File: src/rtl/fetch_ctrl_gen.sv
// Fetch-stage control FSM: drives PC enable/load, PC source and vector
// address select. Supports prioritised maskable interrupts taken only at
// instruction boundaries, variable-length instructions and a RET/RTI
// memory wait.
module fetch_ctrl_gen #(
  parameter int NUM_IRQ  = 4,
  parameter int MAX_EXT  = 3,
  parameter int RET_WAIT = 2,
  parameter int EW_W     = 2,
  parameter int AS_W     = 3,
  parameter int CW       = 2
) (
  input  logic               clk,
  input  logic               reset,
  input  logic               stall_in,
  input  logic               int_en,
  input  logic [NUM_IRQ-1:0] irq,
  input  logic [NUM_IRQ-1:0] irq_mask,
  input  logic [EW_W-1:0]    ext_words,
  input  logic               is_jump,
  input  logic               is_ret,
  input  logic               branch_taken,
  input  logic               bypass_done,
  output logic               pc_en,
  output logic               pc_load,
  output logic [1:0]         pc_src,
  output logic [AS_W-1:0]    addr_src,
  output logic               stall,
  output logic               sf1,
  output logic [NUM_IRQ-1:0] int_ack,
  output logic [CW-1:0]      wait_cnt
);

  typedef enum logic [2:0] {RST_VEC, FETCH, EXT, WAIT, BRANCH, IRQ} state_t;

  localparam int IW = (NUM_IRQ > 1) ? $clog2(NUM_IRQ) : 1;

  state_t             state, state_nxt;
  logic [EW_W-1:0]    ext_cnt, ext_cnt_nxt;
  logic [CW-1:0]      wait_nxt;
  logic [NUM_IRQ-1:0] pend, ack_raw, avail;
  logic [IW-1:0]      irq_idx, irq_idx_nxt;
  logic               pc_was_loaded;
  logic               en_raw, to_fetch, frozen;

  // Lowest set bit wins (index 0 is highest priority).
  function automatic logic [IW-1:0] lowest(input logic [NUM_IRQ-1:0] v);
    lowest = '0;
    for (int i = NUM_IRQ - 1; i >= 0; i--)
      if (v[i]) lowest = IW'(i);
  endfunction

  // The reset-vector fetch always completes; every other state freezes.
  assign frozen = stall_in && (state != RST_VEC);

  // Next-state, counter updates and output decode.
  always_comb begin
    state_nxt   = state;
    ext_cnt_nxt = ext_cnt;
    wait_nxt    = wait_cnt;
    irq_idx_nxt = irq_idx;
    en_raw      = 1'b0;
    pc_load     = 1'b0;
    pc_src      = 2'b00;
    addr_src    = '0;
    stall       = 1'b0;
    sf1         = 1'b0;
    ack_raw     = '0;
    to_fetch    = 1'b0;
    avail       = '0;
    unique case (state)
      RST_VEC: begin
        en_raw   = 1'b1;
        pc_load  = 1'b1;
        pc_src   = 2'b01;
        addr_src = AS_W'(1);
        to_fetch = 1'b1;
      end
      FETCH: begin
        // PC already points past a freshly loaded target; skip the increment.
        en_raw = !pc_was_loaded;
        if (ext_words != '0) begin
          state_nxt   = EXT;
          ext_cnt_nxt = (ext_words > EW_W'(MAX_EXT)) ? EW_W'(MAX_EXT) : ext_words;
        end else if (branch_taken || is_jump) begin
          state_nxt = BRANCH;
        end else if (is_ret) begin
          state_nxt = WAIT;
        end else begin
          to_fetch = 1'b1;
        end
      end
      EXT: begin
        en_raw = 1'b1;
        if (ext_cnt <= EW_W'(1)) begin
          ext_cnt_nxt = '0;
          to_fetch    = 1'b1;
        end else begin
          ext_cnt_nxt = ext_cnt - 1'b1;
        end
      end
      WAIT: begin
        if (wait_cnt >= CW'(RET_WAIT)) begin
          wait_nxt  = '0;
          state_nxt = BRANCH;
        end else begin
          stall    = 1'b1;
          wait_nxt = wait_cnt + 1'b1;
        end
      end
      BRANCH: begin
        if (branch_taken) begin
          en_raw = 1'b1; pc_load = 1'b1; pc_src = 2'b00; to_fetch = 1'b1;
        end else if (is_ret) begin
          en_raw = 1'b1; pc_load = 1'b1; pc_src = 2'b11; to_fetch = 1'b1;
        end else if (is_jump && bypass_done) begin
          en_raw = 1'b1; pc_load = 1'b1; pc_src = 2'b10; to_fetch = 1'b1;
        end else if (is_jump) begin
          stall = 1'b1;
        end else begin
          to_fetch = 1'b1;
        end
      end
      IRQ: begin
        en_raw           = 1'b1;
        pc_load          = 1'b1;
        pc_src           = 2'b01;
        addr_src         = AS_W'(2) + AS_W'(irq_idx);
        sf1              = 1'b1;
        ack_raw[irq_idx] = 1'b1;
        to_fetch         = 1'b1;
      end
      default: state_nxt = RST_VEC;
    endcase

    // Instruction boundary: a pending enabled line diverts FETCH into IRQ.
    // The line being acknowledged this cycle is no longer a candidate.
    if (to_fetch) begin
      avail = pend & ~ack_raw & irq_mask;
      if (int_en && (avail != '0)) begin
        state_nxt   = IRQ;
        irq_idx_nxt = lowest(avail);
      end else begin
        state_nxt = FETCH;
      end
    end

    if (frozen) begin
      state_nxt   = state;
      ext_cnt_nxt = ext_cnt;
      wait_nxt    = wait_cnt;
      irq_idx_nxt = irq_idx;
    end
  end

  assign pc_en   = en_raw & !frozen;
  assign int_ack = frozen ? '0 : ack_raw;

  // State and counters.
  always_ff @(posedge clk or posedge reset) begin
    if (reset) begin
      state    <= RST_VEC;
      ext_cnt  <= '0;
      wait_cnt <= '0;
      irq_idx  <= '0;
    end else begin
      state    <= state_nxt;
      ext_cnt  <= ext_cnt_nxt;
      wait_cnt <= wait_nxt;
      irq_idx  <= irq_idx_nxt;
    end
  end

  // Sticky pending latch; an ack clears only its own bit, a fresh request wins.
  always_ff @(posedge clk or posedge reset) begin
    if (reset) pend <= '0;
    else       pend <= (pend & ~int_ack) | (irq & irq_mask);
  end

  // Remembers that the last PC write was a load, so FETCH skips one increment.
  always_ff @(posedge clk or posedge reset) begin
    if (reset)                 pc_was_loaded <= 1'b1;
    else if (pc_en && pc_load) pc_was_loaded <= 1'b1;
    else if (!stall_in)        pc_was_loaded <= 1'b0;
  end

endmodule
File: config.mk
export PLATFORM = sky130hd
export DESIGN_NAME = fetch_ctrl_gen
export DESIGN_NICKNAME = d
export VERILOG_FILES = /design/src/rtl/fetch_ctrl_gen.sv
export SDC_FILE = /design/constraint.sdc
export NUM_CORES = 1
export LEC_CHECK = 0
export ABC_AREA = 0
export BUFFER_PORTS_ARGS = -buffer_cell sky130_fd_sc_hd__buf_2
export CORE_MARGIN = 5
export CORE_UTILIZATION = 57
export CTS_BUF_LIST = sky130_fd_sc_hd__clkbuf_4
export DETAILED_ROUTE_END_ITERATION = 12
export GPL_TIMING_DRIVEN = 0
export PLACE_DENSITY_LB_ADDON = 0.05
export SKIP_LAST_GASP = 1
export SLEW_MARGIN = 5
export SYNTH_ARGS = -nofsm -noshare
export SYNTH_HDL_FRONTEND = slang
export SYNTH_SLANG_ARGS = --single-unit
File: constraint.sdc
create_clock -name clk -period 2.37 [get_ports clk]
set_input_delay 0.3555 -clock clk [delete_from_list [all_inputs] [get_ports clk]]
set_output_delay 0.3555 -clock clk [all_outputs]
set_load 0.05 [all_outputs]
# After elaboration in Yosys (flattened, before gate mapping)
# Index checks and enable logic that the tools add are counted.
# totals
register_bits	14
latch_bits	0
ramBits	0
rom_bits	0
input_bits	18
output_inout_bits	15
elab_cells	101
n_memories	0
# op_classes
n_addsub	3
multipliers	0
div_mod_pow	0
n_lt_le_gt_ge	5
eq_ne	10
n_shift	0
muxes	48
bitwise	9
reduce_logical	20
# ops
cell	count
$mux 2	11
$mux 1	20
$mux 3	6
$and 4x4->4	4
$pmux 3 s3	1
$mux 4	2
$not 4->4	2
$pmux 2 s2	2
$eq 3x2->1 const B	2
$eq 3x3->1 const B	2
$pmux 3 s2	1
$reduce_and 3->1	2
$logic_and 1x1->1	5
$ne 5x5->1 const B	1
$ne 2x1->1 const B	2
$or 4x4->4	1
$pmux 1 s2	2
$pmux 1 s4	1
$reduce_and 4->1	1
$reduce_bool 2->1	2
$reduce_bool 4->1	1
$reduce_or 4->1	1
$add 2x2->3 const A	1
$eq 3x1->1 const B	1
other kinds (20)	21

# Logic depth before layout (Yosys ltp)
# logic_depth
depth_word	12
depth_mapped	6
depth_no_buf	5

# Worst setup path before layout
# Ideal clock, no wire load.
# synth_timing
path_type	flip-flop to output port
start	register state[1]
end	output pc_en
arrival_ns	2.692
required_ns	2.014
setup_slack_ns	-0.677
stages_incl_launch_ff	6
n_path_buf	2
path_cell_list	dfrtp_1 buf_2 clkbuf_1 a211oi_1 nand2_1 o21ai_1
# synth_between
elab_chain_cells	4
elab_cells_between_ends	11
cone_classes	4 x eq/ne; 1 x mux; 1 x bitwise; 5 x reduce/logical
# synth_rtl
element	line	text
start: declaration	38	state_t state, state_nxt;
start signal: assignment	167	state <= state_nxt;
$eq 3x2->1 (tied with other cells)	71	unique case (state)
$reduce_or 3->1 (no line) or $logic_and 1x1->1 (tied branches)	-	
$pmux 1 s3 or $logic_not 1->1 (tied branches)	71, 156	
$and 1x1->1 (*)	156	assign pc_en = en_raw & !frozen;
end: declaration	24	output logic pc_en,
# Every way passes the cells marked *; elsewhere a longest branch is shown, timed or not.

# Worst setup path in the final report
# layout_timing
start	register state[1]
end	output int_ack[1]
# layout_between
elab_chain_cells	3
elab_cells_between_ends	5
cone_classes	1 x eq/ne; 2 x mux; 2 x reduce/logical
# layout_rtl
element	line	text
$eq 3x3->1 or $reduce_bool 3->1 (tied branches)	71, 54	
$mux 4 or $logic_and 1x1->1 (tied branches)	71, 54	
$mux 4 (*)	157	assign int_ack = frozen ? '0 : ack_raw;
end: declaration	30	output logic [NUM_IRQ-1:0] int_ack,
# Marks and branches as above.

==> flow_metrics.env <==
export IMPL_hpwl_mm=2.164
export IMPL_timing_hold_ws_ps=108.7
export IMPL_layout_common_cells="33 x buf_2, 23 x nand2_1, 13 x dfrtp_1, 11 x nor2_1, 11 x o21ai_1"
export IMPL_required_ps=2010
export IMPL_skew_ps=1.353
export IMPL_syn_area_per_cell_sq_um=8.147
export IMPL_drive_above_1_share=0.3274
export IMPL_leakage_nw=0.6384
export IMPL_rsz0062_at_grt="no"
export IMPL_dr_pass1_iters=4
export IMPL_clock_latency_ps=280
export IMPL_cap_violations=0
export IMPL_final_fill_count=151
export IMPL_path_common_cell="buf_2"
export IMPL_hold_class="input pin to asynchronous set/reset pin"
export IMPL_cts_tree="built"
export IMPL_crit_buf_inv=2
export IMPL_root_buffer="clkbuf_4"
export IMPL_synthCells=133
export IMPL_peakVddDrop_v=0.0008420
export IMPL_tightest_slew_ps=608.6
export IMPL_fin_util=0.7447
export IMPL_wl_per_cell_um=14.12
export IMPL_setup_viol_count_final=0
export IMPL_yosysSeqAreaShare=0.3245
export IMPL_drt_initial_drc_count=24
export IMPL_cts_path_max_buffers=2
export IMPL_relSlewSlack=0.5934
export IMPL_crit_arrival_ps=1830
export IMPL_die_area_sq_um=2873
export IMPL_hold_viol_final=0
export IMPL_synth_edf_count=0
export IMPL_grt_pass1_vias=1105
export IMPL_period_needed_ps=2188
export IMPL_area_growth_syn_to_layout_pct=21.25
export IMPL_post_cts_setup_buffers=0
export IMPL_routabilityCongestion=0.8839
export IMPL_initial_core_util=0.6142
export IMPL_crit_fanout=10
export IMPL_maxSlewViolCount=0
export IMPL_globalRouteOverflowTotal=0
export IMPL_clk_pin_slew_ps=80
export IMPL_core_area_sq_um=1764
export IMPL_cp_top_family="buffers and inverters"
export IMPL_setup_tns_ps=0
export IMPL_diodes=0
export IMPL_drc=0
export IMPL_fp_dieH_um=53.60
export IMPL_ys_flop_type="dfrtp_1"
export IMPL_io_buffers=31
export IMPL_fmax_mhz=457.0
export IMPL_io_pins=33
export IMPL_synthDistinctLibCells=43
export IMPL_grt_total_usage=0.2235
export IMPL_grt_start_max_net_pins=15
export IMPL_crit_path_top_delay_cell="dfrtp_1"
export IMPL_viasPerCell=5.751
export IMPL_ys_seq_elements=14
export IMPL_critPathMaxStageDelay_ps=430
export IMPL_htreeDepth=1
export IMPL_netlist_area_sq_um=1084
export IMPL_nets=187
export IMPL_cp_start_kind="register"
export IMPL_power_per_cell_area_nw_per_um2=1384
export IMPL_holdBufCountCts=0
export IMPL_period_share=0.9234
export IMPL_synthesis_nets=151
export IMPL_clkSinkCount=14
export IMPL_vias=1110
export IMPL_routed_wl_mm=2.725
export IMPL_yosysWarnings=0
export IMPL_numCtsBuffers=3
export IMPL_antenna_left=0
export IMPL_synthArstFlopShare=1.000
export IMPL_grt_antenna_before_repair=0
export IMPL_path_class="register to output port"
export IMPL_die_x_um=53.60
export IMPL_grt_pass1_wl_mm=4.719
export IMPL_final_common_cell="buf_2"
export IMPL_rows=15
export IMPL_cp_cell_sequence="buf_2 -> o31ai_4 -> and3_1 -> buf_2"
export IMPL_end_kind="output port"
export IMPL_status="finished, final reports clean"
-- synthesized netlist by cell type, types with 3 or more instances --
library cell | n | area, sq um
nand2_1 | 23 | 86.33
a21oi_1 | 6 | 30.03
nor3_1 | 3 | 15.01
a21boi_0 | 3 | 22.52
o21ai_1 | 11 | 55.05
nor2_1 | 11 | 41.29
and3_1 | 3 | 18.77
o21ai_0 | 3 | 15.01
clkbuf_1 | 3 | 11.26
nand3_1 | 4 | 20.02
dfrtp_1 | 13 | 325.3
nand2b_1 | 4 | 25.02
inv_1 | 8 | 30.03
-- layer usage --
metal / track usage / wire (um)
met5: 0 / 0
met4: 0.05532 / 13
met3: 0.06648 / 150
met2: 0.3857 / 1366
met1: 0.2707 / 1195
-- sequential cells by signal, summed over array words and instances (netlist names) --
signal / cells
state: 3
ext_cnt: 2
irq_idx: 2
pc_was_loaded: 1
wait_cnt: 2
pend: 4
-- final timing paths --
check	startpoint	to	slack [ps]	cells past startpoint
setup / recovery	state[1]$_DFFE_PP0P_	int_ack[1]	180	4
hold / removal	reset	pend[2]$_DFF_PP0_	110	2
setup reg to reg	state[2]$_DFFE_PP0P_	state[2]$_DFFE_PP0P_	510	4
hold reg to reg	pend[2]$_DFF_PP0_	pend[2]$_DFF_PP0_	510	2
max in group asynchronous	reset	pc_was_loaded$_DFFE_PP1P_	1890	2
min in group clk	irq[2]	pend[2]$_DFF_PP0_	280	3
-- logic make-up (layout without fill, tap and decap cells) --
logic type             Yosys count  count (layout)  synth area share
multiplexers                     4               4           0.04041
AND/OR/NAND/NOR                 59              59            0.2945
buffers and inverters           15              50           0.06813
AO/OA/AOI/OAI                   41              41            0.2725
flip-flops                      14              14            0.3245
-- what timing repair did --
item                                   4_1_cts  5_1_grt
gates resized for setup                      0        2
setup endpoints to repair                    0        1
endpoints found under the hold margin        0        0
-- metrics by stage --
| step | area (sq um) | worst slack, ps | std cells | power (mW) |
|---|---|---|---|---|
| after floorplan | 1096 | 20.73 | 133 | 1.407 |
| after global placement | 1282 | 469.1 | 189 | 1.628 |
| after detailed placement | 1282 | 424.1 | 189 | 1.661 |
| after CTS | 1313 | 104.6 | 193 | 1.817 |
| after global routing | 1314 | 64.44 | 193 | 1.951 |
| final | 1314 | 181.6 | 193 | 1.819 |
-- report_power, final --
| part | switching [mW] | leakage, nW | internal, mW | total [mW] |
|---|---|---|---|---|
| Clock | 0.0738 | 0.0184 | 0.0767 | 0.150 |
| Combinational | 0.830 | 0.461 | 0.401 | 1.23 |
| Sequential | 0.0891 | 0.159 | 0.349 | 0.438 |
| Total | 0.993 | 0.638 | 0.826 | 1.82 |
-- layout make-up --
class,instances,area [sq um],area share
buffer,7,45.04,0.03429
clock buffer,4,30.03,0.02286
inverter,8,30.03,0.02286
multi-input combinational,104,670.6,0.5105
sequential,14,351.6,0.2676
tap,25,31.28,0.02381
timing repair buffer,31,155.1,0.1181
Power figures use the tool's default switching activity.
